==> src/rtl/axi_pkg.sv <==
// Shared AXI4 write-channel types and arbiter state encoding.
// Used by axi_wr_arbiter and axi_write.
package axi_pkg;

  localparam logic       LO        = 1'b0;
  localparam logic       HI        = 1'b1;
  localparam logic [1:0] RESP_OKAY = 2'b00;

  // 56-bit write-address channel, valid in the LSB
  typedef struct packed {
    logic        id;
    logic [28:0] addr;
    logic [7:0]  len;
    logic [2:0]  size;
    logic [1:0]  burst;
    logic        lock;
    logic [3:0]  cache;
    logic [2:0]  prot;
    logic [3:0]  qos;
    logic        valid;
  } axi_aw_t;

  // 38-bit write-data channel
  typedef struct packed {
    logic [31:0] data;
    logic [3:0]  strb;
    logic        last;
    logic        valid;
  } axi_w_t;

  typedef enum logic [1:0] {
    ST_IDLE,
    ST_AWCH,
    ST_WCH,
    ST_BCH
  } arb_state_t;

endpackage

==> src/rtl/axi_wr_arbiter.sv <==
// Two-requester round-robin arbiter for one AXI4 write port, one transaction in flight.
// Checks WLAST against AWLEN and counts non-OKAY write responses.
module axi_wr_arbiter
  import axi_pkg::*;
#(
  parameter int LEN_W     = 8,
  parameter int ERR_CNT_W = 8
) (
  input  logic                 clk_i,
  input  logic                 rst,
  input  axi_aw_t              m0_aw_i,
  output logic                 m0_awready_o,
  input  axi_w_t               m0_w_i,
  output logic                 m0_wready_o,
  input  logic                 m0_bready_i,
  output logic                 m0_bvalid_o,
  output logic [1:0]           m0_bresp_o,
  input  axi_aw_t              m1_aw_i,
  output logic                 m1_awready_o,
  input  axi_w_t               m1_w_i,
  output logic                 m1_wready_o,
  input  logic                 m1_bready_i,
  output logic                 m1_bvalid_o,
  output logic [1:0]           m1_bresp_o,
  output axi_aw_t              s_aw_o,
  input  logic                 s_awready_i,
  output axi_w_t               s_w_o,
  input  logic                 s_wready_i,
  input  logic                 s_bvalid_i,
  input  logic [1:0]           s_bresp_i,
  output logic                 s_bready_o,
  output logic [1:0]           grant_o,
  output logic                 busy_o,
  output logic                 len_err_o,
  output logic [ERR_CNT_W-1:0] resp_err_cnt_o
);

  axi_aw_t    aw_in [2];
  axi_w_t     w_in  [2];
  logic [1:0] bready_in;
  logic [1:0] awready_out, wready_out, bvalid_out;
  logic [1:0] bresp_out [2];

  assign aw_in[0]  = m0_aw_i;
  assign aw_in[1]  = m1_aw_i;
  assign w_in[0]   = m0_w_i;
  assign w_in[1]   = m1_w_i;
  assign bready_in = {m1_bready_i, m0_bready_i};

  assign m0_awready_o = awready_out[0];
  assign m1_awready_o = awready_out[1];
  assign m0_wready_o  = wready_out[0];
  assign m1_wready_o  = wready_out[1];
  assign m0_bvalid_o  = bvalid_out[0];
  assign m1_bvalid_o  = bvalid_out[1];
  assign m0_bresp_o   = bresp_out[0];
  assign m1_bresp_o   = bresp_out[1];

  arb_state_t           state_reg, state_next;
  logic                 grant_reg, grant_next;
  logic                 last_g_reg;
  logic [LEN_W-1:0]     len_reg, beat_cnt_reg;
  logic                 len_err_reg;
  logic [ERR_CNT_W-1:0] err_cnt_reg;
  logic                 aw_hs, w_hs, b_hs;

  assign aw_hs = (state_reg == ST_AWCH) && aw_in[grant_reg].valid && s_awready_i;
  assign w_hs  = (state_reg == ST_WCH)  && w_in[grant_reg].valid  && s_wready_i;
  assign b_hs  = (state_reg == ST_BCH)  && s_bvalid_i && bready_in[grant_reg];

  always_ff @(posedge clk_i) begin
    if (rst) begin
      state_reg <= ST_IDLE;
      grant_reg <= LO;
    end else begin
      state_reg <= state_next;
      grant_reg <= grant_next;
    end
  end

  // Grant is chosen once in IDLE and frozen until the B handshake
  always_comb begin
    state_next = state_reg;
    grant_next = grant_reg;
    case (state_reg)
      ST_IDLE: begin
        if (aw_in[0].valid && aw_in[1].valid) begin
          grant_next = ~last_g_reg;
          state_next = ST_AWCH;
        end else if (aw_in[0].valid) begin
          grant_next = LO;
          state_next = ST_AWCH;
        end else if (aw_in[1].valid) begin
          grant_next = HI;
          state_next = ST_AWCH;
        end
      end
      ST_AWCH: if (aw_hs) state_next = ST_WCH;
      ST_WCH:  if (w_hs && w_in[grant_reg].last) state_next = ST_BCH;
      ST_BCH:  if (b_hs) state_next = ST_IDLE;
      default: state_next = ST_IDLE;
    endcase
  end

  always_comb begin
    s_aw_o     = '0;
    s_w_o      = '0;
    s_bready_o = LO;
    case (state_reg)
      ST_AWCH: s_aw_o     = aw_in[grant_reg];
      ST_WCH:  s_w_o      = w_in[grant_reg];
      ST_BCH:  s_bready_o = bready_in[grant_reg];
      default: ;
    endcase
  end

  genvar gi;
  generate
    for (gi = 0; gi < 2; gi++) begin : g_req
      logic sel;
      assign sel             = (grant_reg == 1'(gi));
      assign awready_out[gi] = sel && (state_reg == ST_AWCH) && s_awready_i;
      assign wready_out[gi]  = sel && (state_reg == ST_WCH)  && s_wready_i;
      assign bvalid_out[gi]  = sel && (state_reg == ST_BCH)  && s_bvalid_i;
      assign bresp_out[gi]   = (sel && (state_reg == ST_BCH)) ? s_bresp_i : RESP_OKAY;
    end
  endgenerate

  // beat_cnt holds the beats accepted before the current one, so the final beat sees cnt == len
  always_ff @(posedge clk_i) begin
    if (rst) begin
      last_g_reg   <= HI;
      len_reg      <= '0;
      beat_cnt_reg <= '0;
      len_err_reg  <= LO;
      err_cnt_reg  <= '0;
    end else begin
      if (aw_hs) begin
        len_reg      <= LEN_W'(aw_in[grant_reg].len);
        beat_cnt_reg <= '0;
      end
      if (w_hs) begin
        beat_cnt_reg <= beat_cnt_reg + LEN_W'(1);
        if ((w_in[grant_reg].last && (beat_cnt_reg != len_reg)) ||
            (!w_in[grant_reg].last && (beat_cnt_reg == len_reg)))
          len_err_reg <= HI;
      end
      if (b_hs) begin
        last_g_reg <= grant_reg;
        if ((s_bresp_i != RESP_OKAY) && (err_cnt_reg != '1))
          err_cnt_reg <= err_cnt_reg + ERR_CNT_W'(1);
      end
    end
  end

  assign grant_o        = (state_reg == ST_IDLE) ? 2'b00 : (grant_reg ? 2'b10 : 2'b01);
  assign busy_o         = (state_reg != ST_IDLE);
  assign len_err_o      = len_err_reg;
  assign resp_err_cnt_o = err_cnt_reg;

endmodule

==> config.mk <==
export PLATFORM = sky130hd
export DESIGN_NAME = axi_wr_arbiter
export DESIGN_NICKNAME = d
export VERILOG_FILES = /design/src/rtl/axi_pkg.sv /design/src/rtl/axi_wr_arbiter.sv
export SDC_FILE = /design/constraint.sdc
export NUM_CORES = 1
export LEC_CHECK = 0
export CAP_MARGIN = 0
export CORE_AREA = 2 2 122 124
export CTS_CLUSTER_DIAMETER = 30
export DETAILED_ROUTE_END_ITERATION = 8
export DIE_AREA = 0 0 124 126
export PLACE_DENSITY = 0.61
export SYNTH_ARGS = -nofsm -noshare
export SYNTH_HDL_FRONTEND = slang
export SYNTH_SLANG_ARGS = --single-unit
==> constraint.sdc <==
create_clock -name clk_i -period 2.14 [get_ports clk_i]
set_input_delay 0.428 -clock clk_i [delete_from_list [all_inputs] [get_ports clk_i]]
set_output_delay 0.428 -clock clk_i [all_outputs]
set_load 0.05 [all_outputs]
==> results by group, run 1 <==
Worst setup path
  • Crit path max fanout: 3
  • WS Path Type: input pin to output pin
  • CP delay by family, top: buffers and inverters
  • Req. time, crit path: 1.71 ns
  • Slowest cell delay on critical path: 0.45 ns
  • Critical path's slowest cell: clkdlybuf4s50_1
  • Startpoint types: input pin
  • Critical-path cell list: clkdlybuf4s50_1 -> mux2_4 -> buf_4 -> and2_1 -> buf_12
  • Critical Path End Type: output pin
  • CP Buf/Inv Count: 3
  • Worst EP arrival: about 1.7 ns

Clock tree
  • H-tree levels: 2
  • Total CTS buffers: 5
  • Worst-path clk slew: ~0.05 ns
  • Hold-fix buffers, CTS: 0
  • Clock root buffer: clkbuf_16
  • CTS Sinks: 29
  • Clock Tree Buf Depth: 2
  • Worst-Skew Late Latency: 0.27 ns
  • CTS tree: done

Status
  • Status: finished clean

Floorplanning
  • Core area: 14310 sq um
  • DIE AREA: 15620 sq um
  • Row count: 44
  • Die width: 124 microns
  • Initial core utilization: 21.92%
  • Top Ports: 314
  • Die Height: 126 microns

Timing
  • Final Critical Period: 2.086 ns
  • Fmax achieved: 0.4793 GHz
  • Slew headroom: between 60% and 70%
  • Worst Setup Slack, final: about 0.054 ns
  • Final hold viol count: 0
  • Period utilization: about 97%
  • Setup violators final: 0
  • RSZ-0062 raised after global routing: no
  • Fin. max-slew vios: 0
  • Clk_skew: 0.003700 ns
  • Worst Max-Slew Pin Slew: 0.5710 ns

Placement
  • Pre-CTS WS: -0.05107 ns
  • Placed cells: 879
  • GPL Wtd Cong: approximately 0.9
  • HPWL Detailed: 13580 microns
  • IO Port Bufs: 313

Yosys
  • Ranking of synthesized cells by area: mux2i_1 30%, nor2b_1 19%, dfxtp_1 19%
  • #FFs+latches synth: 29
  • Synth async-reset ratio: 0%
  • Synth top area share: 29.98%
  • Count leader, synth: nor2b_1
  • Synth Warn #: 0
  • Post-Synthesis Cells: 387
  • Prevailing post-synth register cell: dfxtp_1
  • Largest area contributor in the netlist: mux2i_1
  • Syn nets: between 500 and 600
  • Post-synthesis sequential area ratio: 18.50%
  • Number of synthesized flops with an enable pin: 0
  • Synth unique cells: 41
  • Mean area per synthesized cell: 8.109 sq um
  • Synth cell count leaders: 97 x nor2b_1, 94 x mux2i_1, 33 x nor2_1, 29 x dfxtp_1, 15 x clkbuf_1
  • Netlist Area Pre-Place: roughly 3100 sq um

Job
  • Max-cap viol count: 0

Detailed routing
  • DR iter-0 viols: 64
  • Remaining DRCs: 0
  • Detailed Route WL: around 16000 microns
  • Drt pass-1 iters: 4
  • WL/cell: 17.48 microns
  • Number of vias per cell: 4.511
  • Antenna Nets Post-Route: 0
  • Vias post-DR: 4019

Finish
  • Share of layout cells above drive strength 1: 30.27%
  • P&R area growth vs syn: 155.9%
  • Layout Nets: ~910
  • # fillers: 1257
  • Antenna fix cells: 0
  • Post-Layout Cell Count: 891

Power and ir drop
  • Logic pwr share: between 80% and 90%
  • Leak pwr: approximately 2.9 nW
  • Clock power share: 10.3%
  • Sequential share of power: 8.9%
  • Sw Ratio: 45.51%
  • Psw: 3.199 mW
  • Power Density: 875.1 nW/um^2
  • Internal: between 3 and 4 mW
  • Peak supply drop: 647.8 uV

Global routing
  • Vias in the first global route: between 4000 and 5000
  • GRT Overall Usage: 19.18%
  • First-pass GRT wire length: between 20000 and 25000 microns
  • Pin count of the biggest net entering global routing: 60
  • Congestion Overflow GR: 0
  • Initial antenna violation count: 0

Hold path
  • HP Class: register to register
path summary, 6_finish.rpt:
| check | depth (start not counted) | startpoint | end | slack, ns |
|---|---|---|---|---|
| hold reg to reg | 2 | len_err_o | len_err_o | 0.48 |
| setup / recovery | 5 | m1_bready_i | s_bready_o | 0.05 |
| hold / removal | 2 | len_err_o | len_err_o | 0.48 |
| setup reg to reg | 6 | g_req[1].sel | state_reg[0] | 0.28 |
power groups by stage:
stage                     clock (mW)  sequential [mW]  combinational (mW)
after detailed placement           0            0.646                5.67
after floorplan                    0            0.627                2.86
after global routing           0.752            0.635                5.90
after CTS                      0.728            0.629                5.71
after global placement             0            0.645                5.63
final                          0.727            0.628                5.67
area by class of cell:
type,count,area (sq um),share of cell area (%)
repair buffers,339,4454,55.46
multi-input cells,328,2594,32.29
flip-flops and latches,29,584.3,7.275
well taps,184,230.2,2.866
clock buffers,7,152.6,1.901
inverters,3,11.26,0.1402
clock inverters,1,5.005,0.06232
kinds of logic (layout without fill, tap and decap cells):
logic type	after synthesis	in the layout	synth area share, %
AO/OA/AOI/OAI	34	34	7.895
flip-flops	29	29	18.50
adder cells (fa/ha/maj)	6	6	2.392
buffers and inverters	30	350	4.147
AND/OR/NAND/NOR	179	179	32.62
multiplexers	96	96	30.82
XOR/XNOR	13	13	3.628
stage by stage:
| stage | setup TNS (ns) | hold WS, ns | utilization [%] | power (mW) | area [sq um] |
|---|---|---|---|---|---|
| 3_5_place_dp | -0.08780 | 0.4671 | 54.56 | 6.320 | 7810 |
| 5_1_grt | 0 | 0.5061 | 56.11 | 7.284 | 8031 |
| 3_3_place_gp | 0 | 0.4743 | 54.56 | 6.276 | 7810 |
| 2_1_floorplan | 0 | 0.4865 | - | 3.486 | 3291 |
| 6_report | 0 | 0.4792 | 56.11 | 7.029 | 8031 |
| 4_1_cts | 0 | 0.4828 | 55.91 | 7.071 | 8003 |
placed cells by master (no fill, tap or decap), types with 2 or more instances in the layout:
master	n
nor2_1	33
dfxtp_1	28
a22oi_1	2
xnor2_1	13
and2_1	4
buf_12	111
nor3b_1	2
a21oi_1	8
nand2_1	9
nand4_1	3
clkdlybuf4s50_1	205
clkbuf_8	2
ha_1	6
a31oi_1	2
o21ai_0	5
clkbuf_16	5
nor3_1	4
nand2b_1	2
buf_6	2
inv_1	3
nand3_1	5
nand3b_1	4
nor2b_1	32
buf_4	21
nor2b_2	65
mux2i_1	93
and3_1	9
a211oi_1	9
worst min-delay path, stage by stage, from the launching register on:
cell and delay [ns]:
dfxtp_1 0.32, nand2b_1 0.06, nand3_1 0.07
metal layers:
layer | part of all wire (%) | global-route usage (%) | vias to the layer above
met3 | 9.5 | 5.571 | 26
met1 | 35 | 19.62 | 1824
met4 | 3.1 | 6.411 | 0
met5 | 0 | 0 | -
li1 | - | - | 1982
met2 | 52 | 36.52 | 187
repair_timing:
item / CTS / global route
endpoints found under the setup margin: 2 / 24
pin swaps: 0 / 0
buffers inserted: 3 / 1
gates resized for setup: 0 / 7
(Power assumes the default switching activity.)
==> inputs of run 2 (changes only) <==
==> constraint.sdc (replaced) <==
create_clock -name clk_i -period 2 [get_ports clk_i]
set_input_delay 0.4 -clock clk_i [delete_from_list [all_inputs] [get_ports clk_i]]
set_output_delay 0.4 -clock clk_i [all_outputs]
set_load 0.05 [all_outputs]
==> results by group, run 2 (synthesis results as in run 1) <==
Global routing
  • Initial antenna violation count: 0
  • First-pass GRT wire length: around 23000 microns
  • Pin count of the biggest net entering global routing: 60
  • Congestion Overflow GR: 0
  • GRT Overall Usage: between 10% and 20%
  • Vias in the first global route: 4268

Hold path
  • HP Class: register to register
  • HP Start: len_err_o

Status
  • Status: finished clean

Worst setup path
  • CP dominant cell by count: buf_12
  • Critical Path End Type: output pin
  • Startpoint types: register
  • Critical-path cell list: buf_12 -> mux2i_1 -> nor2b_2 -> buf_12
  • CP delay by family, top: flip-flops
  • Crit path max fanout: 26
  • Slowest cell delay on critical path: 0.44 ns
  • WS Path Type: register to output pin
  • Critical path's slowest cell: dfxtp_4
  • Worst EP arrival: 1.55 ns
  • CP Buf/Inv Count: 2
  • Req. time, crit path: around 1.6 ns
  • Worst Setup SP: g_req[1].sel
  • Reg2reg start: g_req[1].sel

Timing
  • Worst Setup Slack, final: 0.04536 ns
  • Slew headroom: 65.18%
  • Worst Max-Slew Pin Slew: 0.5206 ns
  • Period utilization: between 90% and 100%
  • Fin. max-slew vios: 0
  • Fmax achieved: 0.5116 GHz
  • Final Critical Period: between 1.5 and 2 ns
  • Final hold viol count: 0
  • Setup violators final: 0
  • Clk_skew: 0.004270 ns
  • RSZ-0062 raised after global routing: yes

Floorplanning
  • Die width: 124 microns
  • Die Height: 126 microns
  • Initial core utilization: 21.92%
  • Core area: 14310 sq um
  • Row count: 44
  • DIE AREA: approximately 16000 sq um
  • Top Ports: 314

Clock tree
  • Clock Tree Buf Depth: 2
  • Total CTS buffers: 5
  • Hold-fix buffers, CTS: 0
  • CTS tree: done
  • Worst-path clk slew: 0.05 ns
  • H-tree levels: 2
  • Clock root buffer: clkbuf_16
  • CTS Sinks: 29
  • Worst-Skew Late Latency: 0.27 ns

Power and ir drop
  • Sw Ratio: 45.63%
  • Internal: 4.182 mW
  • Clock power share: ~9.2%
  • Sequential share of power: slightly below 9%
  • Power Density: 931.6 nW/um^2
  • Peak supply drop: 629.4 uV
  • Psw: 3.509 mW
  • Leak pwr: 3.006 nW
  • Logic pwr share: 81.9%

Placement
  • GPL Wtd Cong: 0.8988
  • IO Port Bufs: 313
  • HPWL Detailed: around 14000 microns
  • Pre-CTS WS: -0.1352 ns

Detailed routing
  • DR iter-0 viols: 110
  • Remaining DRCs: 0
  • Drt pass-1 iters: 4
  • Detailed Route WL: 16050 microns
  • Vias post-DR: 4043
  • WL/cell: 17.93 microns
  • Number of vias per cell: 4.517
  • Antenna Nets Post-Route: 0

Finish
  • Share of layout cells above drive strength 1: 37.97%
  • Fin util: between 50% and 60%
  • Most frequent cells in the layout: 199 x clkdlybuf4s50_1, 112 x buf_12, 91 x nor2b_2, 81 x mux2i_1, 32 x nor2_1
  • Layout Nets: 913
  • Antenna fix cells: 0
  • Commonest non-fill, non-tap cell in the layout: clkdlybuf4s50_1
  • # fillers: between 1000 and 1500
  • P&R area growth vs syn: 163.1%

Job
  • Max-cap viol count: 0
run 2: worst register-to-register path, stage by stage (launching register included):
cell and delay, ns:
dfxtp_4 0.44, buf_12 0.24, mux2i_4 0.34, nor2_1 0.12, nor2_1 0.12, buf_4 0.16, a21oi_1 0.06, a211oi_1 0.25
run 2: metal layers:
metal	part of all wire [%]	global-route usage, %	vias up
li1	-	-	1992
met1	35	20.48	1839
met2	53	36.46	187
met3	8.7	5.571	25
met4	3.0	6.675	0
met5	0	0	-
run 2: worst paths after layout:
path	end	cells after the start	slack, ns
worst max register to register	beat_cnt_reg[6]	7	0.19
worst max-delay path	s_aw_o[22]	4	0.05
worst min-delay path	len_err_o	2	0.51
worst min register to register	len_err_o	2	0.51
run 2: per-stage QoR:
stage          setup TNS [ns]  power [mW]  instances  hold WS [ns]  cell area [sq um]
2_1_floorplan               0       3.730        387        0.4865               3291
3_3_place_gp          -0.4094       6.701        881        0.4836               7825
3_5_place_dp          -0.6524       6.751        881        0.5078               7825
4_1_cts             -0.004902       7.545        894        0.5199               8068
5_1_grt               -0.2089       7.996        895        0.5368               8255
6_report                    0       7.691        895        0.5090               8255
run 2: timing repair:
action | CTS | global route
buffers inserted | 5 | 0
gates resized for setup | 21 | 46
endpoints found under the setup margin | 41 | 96
gates cloned | 0 | 1
run 2: layout make-up:
class                           instances  area, sq um  area share (%)
Inverter                                3        11.26          0.1364
Clock buffer                            6        128.9           1.561
Tap cell                              184        230.2           2.789
Timing Repair Buffer                  343         4501           54.52
Sequential cell                        29        584.3           7.078
Multi-Input combinational cell        328         2790           33.80
Clock inverter                          2        10.01          0.1212
run 2: power groups by stage:
stage	sequential [mW]	combinational, mW	clock (mW)
global route	0.687	6.55	0.754
finish	0.681	6.30	0.711
detailed placement	0.690	6.06	0
CTS	0.677	6.14	0.728
floorplan	0.670	3.06	0
global placement	0.686	6.02	0
